## src/rtl/pre_enc_pkg.sv

```systemverilog
// Shared definitions for the priority-encoder family.
//   MODE_FIXED / MODE_RR : values of the runtime mode input
//   enc_idx()            : maps a winner index to the output coding
//                          (plain index, or N-1-index for the legacy coding)
package pre_enc_pkg;

  localparam logic MODE_FIXED = 1'b0;
  localparam logic MODE_RR    = 1'b1;

  // Six bits covers the largest supported N (64).
  function automatic logic [5:0] enc_idx(input logic [5:0] idx,
                                         input logic       inv,
                                         input int         n);
    if (inv)
      return 6'(n - 1 - int'(idx));
    else
      return idx;
  endfunction

endpackage

```

## src/rtl/pri_find.sv

```systemverilog
// Combinational lowest-set-bit finder.
//   req   in  N  request vector
//   idx   out W  index of the lowest set bit (0 when none set)
//   found out 1  at least one bit of req is set
module pri_find #(
  parameter int N = 8,
  localparam int W = $clog2(N)
) (
  input  logic [N-1:0] req,
  output logic [W-1:0] idx,
  output logic         found
);

  // Scan high to low so the last assignment wins with the lowest index.
  always_comb begin
    idx   = '0;
    found = 1'b0;
    for (int i = N - 1; i >= 0; i--) begin
      if (req[i]) begin
        idx   = W'(i);
        found = 1'b1;
      end
    end
  end

endmodule

```

## src/rtl/pre_enc_rr.sv

```systemverilog
// N:log2(N) priority encoder with a registered, valid/ready handshaked
// output and a runtime-selectable round-robin mode.
//   clk       in   1  rising-edge clock
//   rst_n     in   1  synchronous active-low reset
//   mode      in   1  MODE_FIXED (bit 0 highest) or MODE_RR
//   in_valid  in   1  req/mode valid this cycle
//   in_ready  out  1  block can accept a beat
//   req       in   N  request vector
//   out_valid out  1  y/gnt/none hold a result
//   out_ready in   1  consumer accepts result
//   y         out  W  encoded winner (ENC_INV selects legacy N-1-idx coding)
//   gnt       out  N  one-hot winner, zero when none=1
//   none      out  1  accepted req was all zero
module pre_enc_rr
  import pre_enc_pkg::*;
#(
  parameter int N       = 8,
  parameter int ENC_INV = 0,
  localparam int W = $clog2(N)
) (
  input  logic         clk,
  input  logic         rst_n,
  input  logic         mode,
  input  logic         in_valid,
  output logic         in_ready,
  input  logic [N-1:0] req,
  output logic         out_valid,
  input  logic         out_ready,
  output logic [W-1:0] y,
  output logic [N-1:0] gnt,
  output logic         none
);

  logic [W-1:0] ptr;
  logic [N-1:0] upper_mask;
  logic [N-1:0] req_upper;
  logic [W-1:0] up_idx, wrap_idx, win_idx;
  logic         up_found, wrap_found;
  logic         accept;
  logic [W-1:0] y_nxt;
  logic [N-1:0] gnt_nxt;

  // Single output register, no skid: a beat can enter whenever the
  // register is empty or is being drained this cycle.
  assign in_ready = !out_valid || out_ready;
  assign accept   = in_valid && in_ready;

  // Bits at or above the pointer; equivalent to ~((1<<ptr)-1).
  always_comb begin
    upper_mask = '0;
    for (int i = 0; i < N; i++)
      upper_mask[i] = (i >= int'(ptr));
  end

  assign req_upper = req & upper_mask;

  pri_find #(.N(N)) u_find_upper (
    .req   (req_upper),
    .idx   (up_idx),
    .found (up_found)
  );

  // The unmasked finder doubles as the fixed-priority result and the
  // wrap-around result for round-robin.
  pri_find #(.N(N)) u_find_wrap (
    .req   (req),
    .idx   (wrap_idx),
    .found (wrap_found)
  );

  always_comb begin
    win_idx = wrap_idx;
    if (mode == MODE_RR && up_found)
      win_idx = up_idx;
  end

  always_comb begin
    y_nxt   = '0;
    gnt_nxt = '0;
    if (wrap_found) begin
      y_nxt   = W'(enc_idx(6'(win_idx), ENC_INV != 0, N));
      gnt_nxt = N'(1) << win_idx;
    end
  end

  always_ff @(posedge clk) begin
    if (!rst_n) begin
      out_valid <= 1'b0;
      y         <= '0;
      gnt       <= '0;
      none      <= 1'b0;
      ptr       <= '0;
    end else if (accept) begin
      out_valid <= 1'b1;
      y         <= y_nxt;
      gnt       <= gnt_nxt;
      none      <= !wrap_found;
      // N is a power of two, so the W-bit increment wraps N-1 -> 0.
      if (mode == MODE_RR && wrap_found)
        ptr <= win_idx + W'(1);
    end else if (out_ready) begin
      out_valid <= 1'b0;
    end
  end

endmodule

```

## config.mk

```make
export PLATFORM = sky130hd
export DESIGN_NAME = pre_enc_rr
export DESIGN_NICKNAME = d
export VERILOG_FILES = /design/src/rtl/pre_enc_pkg.sv /design/src/rtl/pri_find.sv /design/src/rtl/pre_enc_rr.sv
export SDC_FILE = /design/constraint.sdc
export NUM_CORES = 1
export LEC_CHECK = 0
export BUFFER_PORTS_ARGS = -buffer_cell sky130_fd_sc_hd__buf_2
export CAP_MARGIN = 15
export CORE_ASPECT_RATIO = 0.9
export CORE_MARGIN = 1.5
export CORE_UTILIZATION = 45
export DETAILED_ROUTE_END_ITERATION = 10
export GPL_ROUTABILITY_DRIVEN = 1
export GPL_TIMING_DRIVEN = 0
export PLACE_DENSITY = 0.7
export SLEW_MARGIN = 20
export SYNTH_ARGS = -nofsm -noshare
export SYNTH_HDL_FRONTEND = slang
export SYNTH_SLANG_ARGS = --single-unit
```

## constraint.sdc

```tcl
create_clock -name clk -period 2 [get_ports clk]
set_input_delay 0.1 -clock clk [delete_from_list [all_inputs] [get_ports clk]]
set_output_delay 0.1 -clock clk [all_outputs]
set_load 0.05 [all_outputs]
```

==> results of run 1 <==
## state kept, by name, summed over array words and instances, names as in the netlist
register	cells
gnt	8
ptr	3
y	3
none	1
out_valid	1
## layer usage
metal / global-route usage [%] / wire, um / vias up
li1: - / - / 481
met1: 27.5 / 1120 / 450
met5: 0 / 0 / -
met2: 31.5 / 971 / 22
met4: 5.26 / 31 / 0
met3: 5.73 / 118 / 4
## repair_timing
| item | CTS | global route |
|---|---|---|
| endpoints found under the setup margin | 6 | 8 |
| hold endpoints to repair | 0 | 0 |
| buffers inserted | 1 | 2 |
| pin swaps | 3 | 3 |
| hold buffers | 0 | 0 |
| gates cloned | 0 | 1 |
| resized for setup | 7 | 11 |
## cell usage in the layout (no fill, tap or decap), types with 3 or more instances in the layout
cell type,netlist,final
clkbuf_1,4,4
a32oi_1,5,5
a22oi_1,6,6
clkbuf_4,0,3
o21ai_0,6,5
inv_1,7,7
dfxtp_1,16,14
nor2_1,9,8
buf_4,2,4
buf_2,1,27
ha_1,4,3
nand2_1,10,10
nor2b_1,10,10
## power by group
group	switching (mW)	internal (mW)	total (mW)
sequential	0.0124	0.336	0.348
combinational	0.159	0.102	0.261
clock	0.0969	0.0701	0.167
## layout make-up
class | count | share of cell area, %
Buffer | 6 | 2.74
Clock buffer | 3 | 1.83
Inverter | 7 | 2.13
Multi-Input combinational cell | 85 | 51.5
Sequential cell | 16 | 26.4
Tap cell | 25 | 2.54
Timing Repair Buffer | 30 | 12.8
## critical path: stages (launching register included)
cell and delay (ns):
dfxtp_2 0.36, buf_6 0.12, or2b_4 0.12, o21ai_2 0.04, a22o_1 0.22, o22a_1 0.21
mux2_4 0.30, nor2_4 0.10, ha_1 0.23, nand2_1 0.06, o211a_1 0.14
## metrics by stage
stage                     worst slack (ns)  hold WS, ns  instance area [sq um]  total power, mW  TNS (ns)
after CTS                          0.00114       0.0667                   1170            0.759         0
after detailed placement            -0.121        0.378                   1120            0.581    -0.201
after global routing               -0.0541       0.0708                   1230            0.818    -0.159
final                               0.0573       0.0616                   1230            0.776         0
after floorplan                     0.0367        0.228                    962            0.520         0
after global placement              -0.103        0.357                   1120            0.578    -0.106
## worst min-delay path by stage
stage,endpoint,slack (ns),cells past startpoint
after global routing,out_valid,0.07,3
after global placement,out_valid,0.36,3
after floorplan,gnt[6],0.23,1
after CTS,out_valid,0.07,3
after detailed placement,out_valid,0.38,3
final,out_valid,0.06,3
## kinds of logic (layout without fill, tap and decap cells)
logic type | after synthesis | after routing | share of synthesized area, %
buffers and inverters | 14 | 46 | 6.39
muxes | 1 | 1 | 1.56
DFF | 16 | 16 | 33.4
AOI/OAI and AO/OA | 39 | 39 | 31.3
adders and majority gates | 4 | 4 | 5.22
and+or+nand+nor | 41 | 41 | 22.2
==> results.json, run 1 <==
{
  "start_kind": "register",
  "ir_drop_mv": 0.542,
  "yosysWarnings": 0,
  "crit_required_ns": 2.23,
  "slew_headroom_pct": 71.9,
  "crit_type": "reg -> reg",
  "fin_nets": 166,
  "portBuffers": 26,
  "cts-buffers-inserted": 3,
  "worstSkewPairLatency_ns": 0.29,
  "end_kind": "register",
  "die-width_um": 51.7,
  "setup_viol_count_final": 0,
  "ff_latch_area_sq_um": 325,
  "die_area_sq_mm": 0.00242,
  "path_clk_slew_ns": 0.09,
  "rows": 15,
  "synth.top_cells.by_count": "dfxtp_1, nand2_1, nor2b_1",
  "antenna_found_initial": 0,
  "synth_edf_count": 0,
  "dieHeight_um": 46.8,
  "fillCellCount": 183,
  "crit_start": "ptr[1]",
  "start_util_pct": 48.7,
  "fin_cells": 172,
  "synth_most_common_cell": "dfxtp_1",
  "synth_nets": 132,
  "ant_nets": 0,
  "place_congestion": 0.868,
  "synth_cell_type_count": 40,
  "fmax_ghz": 0.515,
  "synth_area_sq_um": 960,
  "syn_to_final_growth_pct": 28.3,
  "critical_path.endpoint": "ptr[2]",
  "drive_gt1_share_pct": 34.0,
  "worst_hold_path_type": "in -> reg",
  "root_buffer": "clkbuf_4",
  "fin_crit_ns": 1.94,
  "r2r_start": "ptr[1]",
  "total_leakage_power_nw": 0.573,
  "status": "completed",
  "synth_top_area_share_pct": 33.4,
  "fin_util_pct": 62.5,
  "worstRegToRegCells": 10,
  "hpwlAfterDp_um": 1600,
  "finalWirelength_um": 2240,
  "synth_top_cell_by_area": "dfxtp_1",
  "grt_overflow": 0,
  "drt_pre_antenna_iters": 4,
  "seq_area_frac_synth_pct": 33.4,
  "r2r_setup_slack_ns": 0.06,
  "grt_pass1_wl_um": 3590,
  "via_per_inst": 5.56,
  "cts_tree": "yes",
  "r2r-end": "ptr[2]",
  "synthTopCellsByArea": "dfxtp_1, nor2b_1, ha_1, a22oi_1, a32oi_1",
  "syn_inst": 115,
  "arrival_ns": 2.18,
  "slew_violations": 0,
  "async_flop_share_pct": 0,
  "drt_iter0_drc": 21,
  "n_antenna_cell": 0,
  "skew_ns": 0.00896,
  "ctsLongestPathBuffers": 2,
  "clock_sinks": 16,
  "grt_max_degree": 11,
  "dp_cells": 166,
  "grtUsageTotal_pct": 20.0,
  "cap_violations": 0,
  "rsz0062_at_grt": "yes",
  "min_from": "in_valid",
  "tightest_slew_ns": 0.417,
  "syn_area_per_cell_sq_um": 8.34,
  "post-route-period-util_pct": 97.1,
  "grt_pass1_vias": 825,
  "vias": 957,
  "coreArea_sq_mm": 0.00197,
  "multi_input_area_sq_um": 634,
  "ioPinCount": 27,
  "cp_max_fo": 5,
  "wl_per_cell_um": 13.0,
  "powerDensity_mw_per_mm2": 630,
  "h-tree-depth": 1,
  "ys.flop_type": "dfxtp_1",
  "ys_seq_elements": 16,
  "drc": 0,
  "hold_viol": 0
}
(Power assumes the default switching activity.)
==> run 2, diff against run 1 <==
--- a/config.mk
+++ b/config.mk
@@ -5,15 +5,16 @@
 export SDC_FILE = /design/constraint.sdc
 export NUM_CORES = 1
 export LEC_CHECK = 0
+export ABC_AREA = 1
 export BUFFER_PORTS_ARGS = -buffer_cell sky130_fd_sc_hd__buf_2
 export CAP_MARGIN = 15
 export CORE_ASPECT_RATIO = 0.9
 export CORE_MARGIN = 1.5
-export CORE_UTILIZATION = 45
+export CORE_UTILIZATION = 46
 export DETAILED_ROUTE_END_ITERATION = 10
 export GPL_ROUTABILITY_DRIVEN = 1
 export GPL_TIMING_DRIVEN = 0
-export PLACE_DENSITY = 0.7
+export PLACE_DENSITY = 0.71
 export SLEW_MARGIN = 20
 export SYNTH_ARGS = -nofsm -noshare
 export SYNTH_HDL_FRONTEND = slang
==> run 2 against run 1 <==
  * Largest cell class unchanged
  * Clock skew decreased by 0.0063 ns
  * Maximum frequency increased by 10%
  * Non-clock buffer count decreased by 8
  * Sequential share of layout area increased by 1.1 points
  * Highest routed layer unchanged
  * Critical path type unchanged
  * Critical path depth increased by 2
  * Clock power decreased by 2%
  * Sequential power about the same
  * Global-route usage increased by 0.082 points
  * Wire length decreased by 8.2%
  * Critical endpoint unchanged
==> results.json, run 2 <==
{
  "slew_violations": 0,
  "grt_max_degree": 11,
  "synth_top_cell_by_area": "dfxtp_1",
  "rows": 15,
  "synth_edf_count": 0,
  "post-route-period-util_pct": 88.1,
  "internal_power_mw": 0.477,
  "start_util_pct": 49.9,
  "synth_top_family_by_area": "simple AND/OR/NAND/NOR gates",
  "place_congestion": 0.824,
  "tns_ns": 0,
  "grt_pass1_wl_um": 3660,
  "pwr-share-seq_pct": 47.1,
  "coreArea_sq_mm": 0.00197,
  "crit_type": "reg -> reg",
  "worstSkewPairLatency_ns": 0.28,
  "muxShareOfSynthArea_pct": 0,
  "async_flop_share_pct": 0,
  "start_kind": "register",
  "yosysWarnings": 0,
  "portBuffers": 26,
  "vias": 950,
  "synth_nets": 162,
  "grtUsageTotal_pct": 20.1,
  "wl_per_cell_um": 10.3,
  "largest_register_ff_count": 8,
  "antenna_found_initial": 0,
  "synthAdderAreaFrac_pct": 5.09,
  "multi_input_area_sq_um": 562,
  "ys_seq_elements": 16,
  "finalWirelength_um": 2060,
  "ant_nets": 0,
  "syn_area_per_cell_sq_um": 6.78,
  "synth_xor_xnor_area_share_pct": 0,
  "n_antenna_cell": 0,
  "cts_tree": "yes",
  "synth_area_sq_um": 983,
  "rsz0062_at_grt": "no",
  "fin_nets": 193,
  "synth_cell_type_count": 19,
  "status": "completed",
  "clkPwrFrac_pct": 22.1,
  "drt_iter0_drc": 15,
  "ctsLongestPathBuffers": 2,
  "cp_max_fo": 5,
  "fin_area_sq_mm": 0.00117,
  "skew_ns": 0.00267,
  "layout_commonest_cell": "nand2_1",
  "ff_latch_area_sq_um": 323,
  "die-width_um": 51.7,
  "synth_top_area_share_pct": 32.6,
  "final_cell_mix": "nand2_1, buf_2, a21oi_1",
  "fillCellCount": 208,
  "h-tree-depth": 1,
  "p_switching_mw": 0.262,
  "fin_crit_ns": 1.76,
  "hpwlAfterDp_um": 1720,
  "syn_to_final_growth_pct": 19.5,
  "combPwrFrac_pct": 30.8,
  "holdBufCountCts": 0,
  "ys.flop_type": "dfxtp_1",
  "cts-buffers-inserted": 3,
  "dieHeight_um": 46.9,
  "synth-simple-area-share_pct": 36.1,
  "fmax_ghz": 0.568,
  "crit_required_ns": 2.22,
  "synth_most_common_cell": "nand2_1",
  "synthTopCellsByArea": "dfxtp_1, nand2_1, a21oi_1, inv_1, ha_1",
  "top_regs": "gnt: 8 flops, ptr: 3 flops, y: 3 flops",
  "placed_area_sq_mm": 0.00114,
  "syn_inst": 145,
  "hold_viol": 0,
  "arrival_ns": 1.98,
  "total_leakage_power_nw": 0.607,
  "powerDensity_mw_per_mm2": 629,
  "synth.top_cells.by_count": "nand2_1, a21oi_1, dfxtp_1",
  "synth-compound-area-share_pct": 15.4,
  "tightest_slew_ns": 0.377,
  "grt_overflow": 0,
  "worst_hold_path_type": "in -> reg",
  "drt_pre_antenna_iters": 4,
  "end_kind": "register",
  "cap_violations": 0,
  "switching_share_pct": 35.5,
  "clock_sinks": 16,
  "path_clk_slew_ns": 0.09,
  "via_per_inst": 4.77,
  "drc": 0,
  "setup_viol_count_final": 0,
  "drive_gt1_share_pct": 33.3,
  "slew_headroom_pct": 74.8,
  "ioPinCount": 27,
  "die_area_sq_mm": 0.00242,
  "ir_drop_mv": 0.542,
  "root_buffer": "clkbuf_4",
  "seq_area_frac_synth_pct": 32.6,
  "top_register": "gnt",
  "grt_pass1_vias": 892
}
-- run 2: changes by cell type after synthesis, sizes merged, moves of 3 or more --
cell    before  now
a21oi        3   18
a22oi        7    0
a32oi        5    0
buf          3    0
inv          7   21
nand2       10   52
nand2b       3    0
nand3        2    7
nor2         9   12
nor2b       10    0
o21ai        7   10
-- run 2: logic make-up after synthesis --
family	Yosys count
buf+inv	23
compound gates	28
fa+ha+maj	4
flops	16
simple gates	74
-- run 2: worst paths after layout --
kind / from / end / slack, ns / cells past startpoint
max: ptr[0] / ptr[2] / 0.24 / 12
min: rst_n / ptr[2] / 0.08 / 3
max reg2reg: ptr[0] / ptr[2] / 0.24 / 12
min reg2reg: gnt[5] / gnt[5] / 0.47 / 2
-- run 2: through the flow --
step	hold slack (ns)	power [mW]	utilization, %	worst slack (ns)	cells
after floorplan	0.238	0.523	-	0.0773	145
final	0.0787	0.739	59.6	0.238	199
after CTS	0.0803	0.745	59.2	0.141	199
after global placement	0.384	0.575	58.1	0.186	196
after global routing	0.0860	0.782	59.6	0.0255	199
after detailed placement	0.386	0.580	58.1	0.165	196
-- run 2: timing repair --
action,CTS,global route
gates resized for setup,0,4
buffers inserted,0,0
setup endpoints to repair,0,3
-- run 2: worst max-delay path: stages (launching register included) --
cell     delay [ns]
dfxtp_1        0.40
nand3_1        0.13
nand2_1        0.11
nand2_1        0.07
nor2_2         0.11
nand2_2        0.07
nand2_4        0.08
nand3_2        0.11
nand2_2        0.13
inv_2          0.05
nor2_2         0.10
ha_1           0.24
a21oi_1        0.11
-- run 2: final cells by class --
cell class	count	share of cell area, %
Clock buffer	3	1.92
Tap cell	25	2.66
Buffer	2	2.34
Sequential cell	16	27.5
Multi-Input combinational cell	106	47.8
Inverter	21	6.71
Timing Repair Buffer	26	11.1
-- run 2: metal layers --
layer	global-route usage, %	wire (um)	up-vias	share of wire (%)
met5	0	0	-	0
met2	33.8	911	18	44
met1	26.8	1040	411	50
met4	1.58	10	0	0.49
li1	-	-	519	-
met3	6.37	97	2	4.7
-- run 2: power groups by stage --
| stage | logic [mW] | registers (mW) | clock network, mW |
|---|---|---|---|
| after floorplan | 0.126 | 0.396 | 0 |
| after global routing | 0.255 | 0.351 | 0.176 |
| after detailed placement | 0.226 | 0.354 | 0 |
| after CTS | 0.227 | 0.347 | 0.170 |
| final | 0.228 | 0.348 | 0.163 |
| after global placement | 0.222 | 0.353 | 0 |
==> run 3, diff against run 2 <==
--- a/config.mk
+++ b/config.mk
@@ -8,13 +8,15 @@
 export ABC_AREA = 1
 export BUFFER_PORTS_ARGS = -buffer_cell sky130_fd_sc_hd__buf_2
 export CAP_MARGIN = 15
+export CELL_PAD_IN_SITES_DETAIL_PLACEMENT = 1
+export CELL_PAD_IN_SITES_GLOBAL_PLACEMENT = 2
 export CORE_ASPECT_RATIO = 0.9
 export CORE_MARGIN = 1.5
-export CORE_UTILIZATION = 46
+export CORE_UTILIZATION = 24
 export DETAILED_ROUTE_END_ITERATION = 10
 export GPL_ROUTABILITY_DRIVEN = 1
 export GPL_TIMING_DRIVEN = 0
-export PLACE_DENSITY = 0.71
+export PLACE_DENSITY = 0.7
 export SLEW_MARGIN = 20
 export SYNTH_ARGS = -nofsm -noshare
 export SYNTH_HDL_FRONTEND = slang
==> run 3 against run 2 <==
  * Flip-flop and latch count unchanged
  * Cell count increased by 11%
  * Combinational power increased by 4%
  * Worst hold slack improved by 0.047 ns
  * Clock power increased by 77%
  * Non-clock buffer count unchanged
  * Clock-buffer cell count increased by 1
  * Utilization decreased by 27 points
==> results.json, run 3 (synthesis results as in run 2) <==
{
  "status": "completed",
  "slew_violations": 0,
  "worstSkewPairLatency_ns": 0.25,
  "crit_required_ns": 2.17,
  "drive_gt1_share_pct": 34.3,
  "h-tree-depth": 1,
  "ioPinCount": 27,
  "finalWirelength_um": 2740,
  "combPwrFrac_pct": 27.1,
  "powerDensity_mw_per_mm2": 702,
  "grtUsageTotal_pct": 13.1,
  "internal_power_mw": 0.583,
  "r2r_setup_slack_ns": 0.15,
  "fin_util_pct": 32.7,
  "layout_commonest_cell": "nand2_1",
  "top_register": "gnt",
  "top_regs": "gnt: 8 flops, ptr: 3 flops, y: 3 flops",
  "antenna_found_initial": 0,
  "grt_pass1_wl_um": 4690,
  "portBuffers": 26,
  "max_stage_delay_ns": 0.36,
  "ant_nets": 0,
  "clkPwrFrac_pct": 32.9,
  "clock_sinks": 16,
  "pwr-share-seq_pct": 40.0,
  "crit_type": "reg -> reg",
  "arrival_ns": 2.02,
  "hpwlAfterDp_um": 2320,
  "via_per_inst": 4.53,
  "coreArea_sq_mm": 0.00381,
  "wl_per_cell_um": 12.4,
  "die-width_um": 70.5,
  "slew_headroom_pct": 74.5,
  "p_switching_mw": 0.293,
  "fin_crit_ns": 1.85,
  "grt_pass1_vias": 1019,
  "n_antenna_cell": 0,
  "drt_pre_antenna_iters": 4,
  "start_util_pct": 25.8,
  "grt_max_degree": 11,
  "root_buffer": "clkbuf_8",
  "grt_overflow": 0,
  "tns_ns": 0,
  "start_kind": "register",
  "cp_slowest_cell": "dfxtp_4",
  "drc": 0,
  "tightest_slew_ns": 0.382,
  "path_buf_inv": 1,
  "cap_violations": 0,
  "rsz0062_at_grt": "no",
  "largest_register_ff_count": 8,
  "critPathTopFamily": "simple AND/OR/NAND/NOR gates",
  "drt_iter0_drc": 9,
  "vias": 1001,
  "post-route-period-util_pct": 92.4,
  "path_cells": "nor2_2 -> nand2_1 -> nand2_1 -> nor2_1 -> nand2_2 -> nand2_4 -> nor2_1 -> nand2_2 -> nand2_4 -> inv_2 -> nor2_2 -> ha_1 -> a21oi_1",
  "cts-buffers-inserted": 3,
  "dp_cells": 217,
  "dieHeight_um": 63.7,
  "hold_viol": 0,
  "final_cell_mix": "nand2_1, buf_2, a21oi_1",
  "fmax_ghz": 0.541,
  "post_cts_buffers": 0,
  "switching_share_pct": 33.4,
  "worst_hold_path_type": "in -> reg",
  "total_leakage_power_nw": 0.625,
  "ir_drop_mv": 0.315,
  "ctsLongestPathBuffers": 2,
  "cp_max_fo": 5,
  "die_area_sq_mm": 0.00449,
  "place_congestion": 0.763,
  "fin_nets": 193,
  "skew_ns": 0.00243,
  "fin_cells": 221,
  "end_kind": "register",
  "cts_tree": "yes",
  "path_clk_slew_ns": 0.06,
  "holdBufCountCts": 0,
  "rows": 21,
  "syn_to_final_growth_pct": 26.8,
  "setup_viol_count_final": 0
}
-- run 3: cell count changes in the layout (fill, tap and decap cells not counted) --
| cell | change |
|---|---|
| clkbuf_8 | +4 |
| clkbuf_4 | -3 |
| dfxtp_4 | +3 |
| dfxtp_2 | -2 |
| dfxtp_1 | -1 |
| nand2_2 | -1 |
| nand2_4 | +1 |
-- run 3: what timing repair did --
action | 4_1_cts | 5_1_grt
pin swaps | 0 | 0
gates cloned | 0 | 0
setup endpoints to repair | 1 | 5
gates resized for setup | 1 | 8
hold endpoints to repair | 0 | 0
-- run 3: per-layer routing --
layer  global-route usage (%)  vias up  wire [um]
li1                         -      518          -
met1                     17.3      462       1360
met2                     21.6       19       1270
met3                     3.31        2         94
met4                     2.88        0         24
met5                        0        -          0
-- run 3: stage by stage --
stage               worst slack, ns  hold slack [ns]  cell area [sq um]  power, mW
global route                0.00358            0.143               1250      0.931
global placement              0.109            0.390               1170      0.585
finish                        0.153            0.125               1250      0.876
floorplan                    0.0773            0.238                983      0.523
detailed placement           0.0468            0.395               1170      0.593
CTS                          0.0137            0.130               1230      0.883
-- run 3: area by class of cell --
class / instances / area [sq um]
Tap cell: 46 / 57.6
Fill cell: 476 / 2560
Sequential cell: 16 / 332
Inverter: 21 / 78.8
Buffer: 2 / 27.5
Clock buffer: 4 / 55.1
Multi-Input combinational cell: 106 / 567
Timing Repair Buffer: 26 / 130
-- run 3: final timing paths --
check / startpoint / endpoint / cells after the start
setup / recovery: ptr[1] / ptr[2] / 13
hold / removal: rst_n / ptr[1] / 3
hold reg to reg: gnt[6] / gnt[6] / 2
setup reg to reg: ptr[1] / ptr[2] / 13
-- run 3: tightest hold or removal path, stage by stage --
cell and delay [ns]:
buf_2 0.12, o21ai_1 0.07, a21oi_1 0.04
-- run 3: power by group through the flow --
| stage | sequential [mW] | clock [mW] | combinational, mW |
|---|---|---|---|
| 6_report | 0.350 | 0.288 | 0.237 |
| 4_1_cts | 0.351 | 0.296 | 0.237 |
| 3_3_place_gp | 0.355 | 0 | 0.230 |
| 2_1_floorplan | 0.396 | 0 | 0.126 |
| 3_5_place_dp | 0.358 | 0 | 0.235 |
| 5_1_grt | 0.353 | 0.315 | 0.264 |
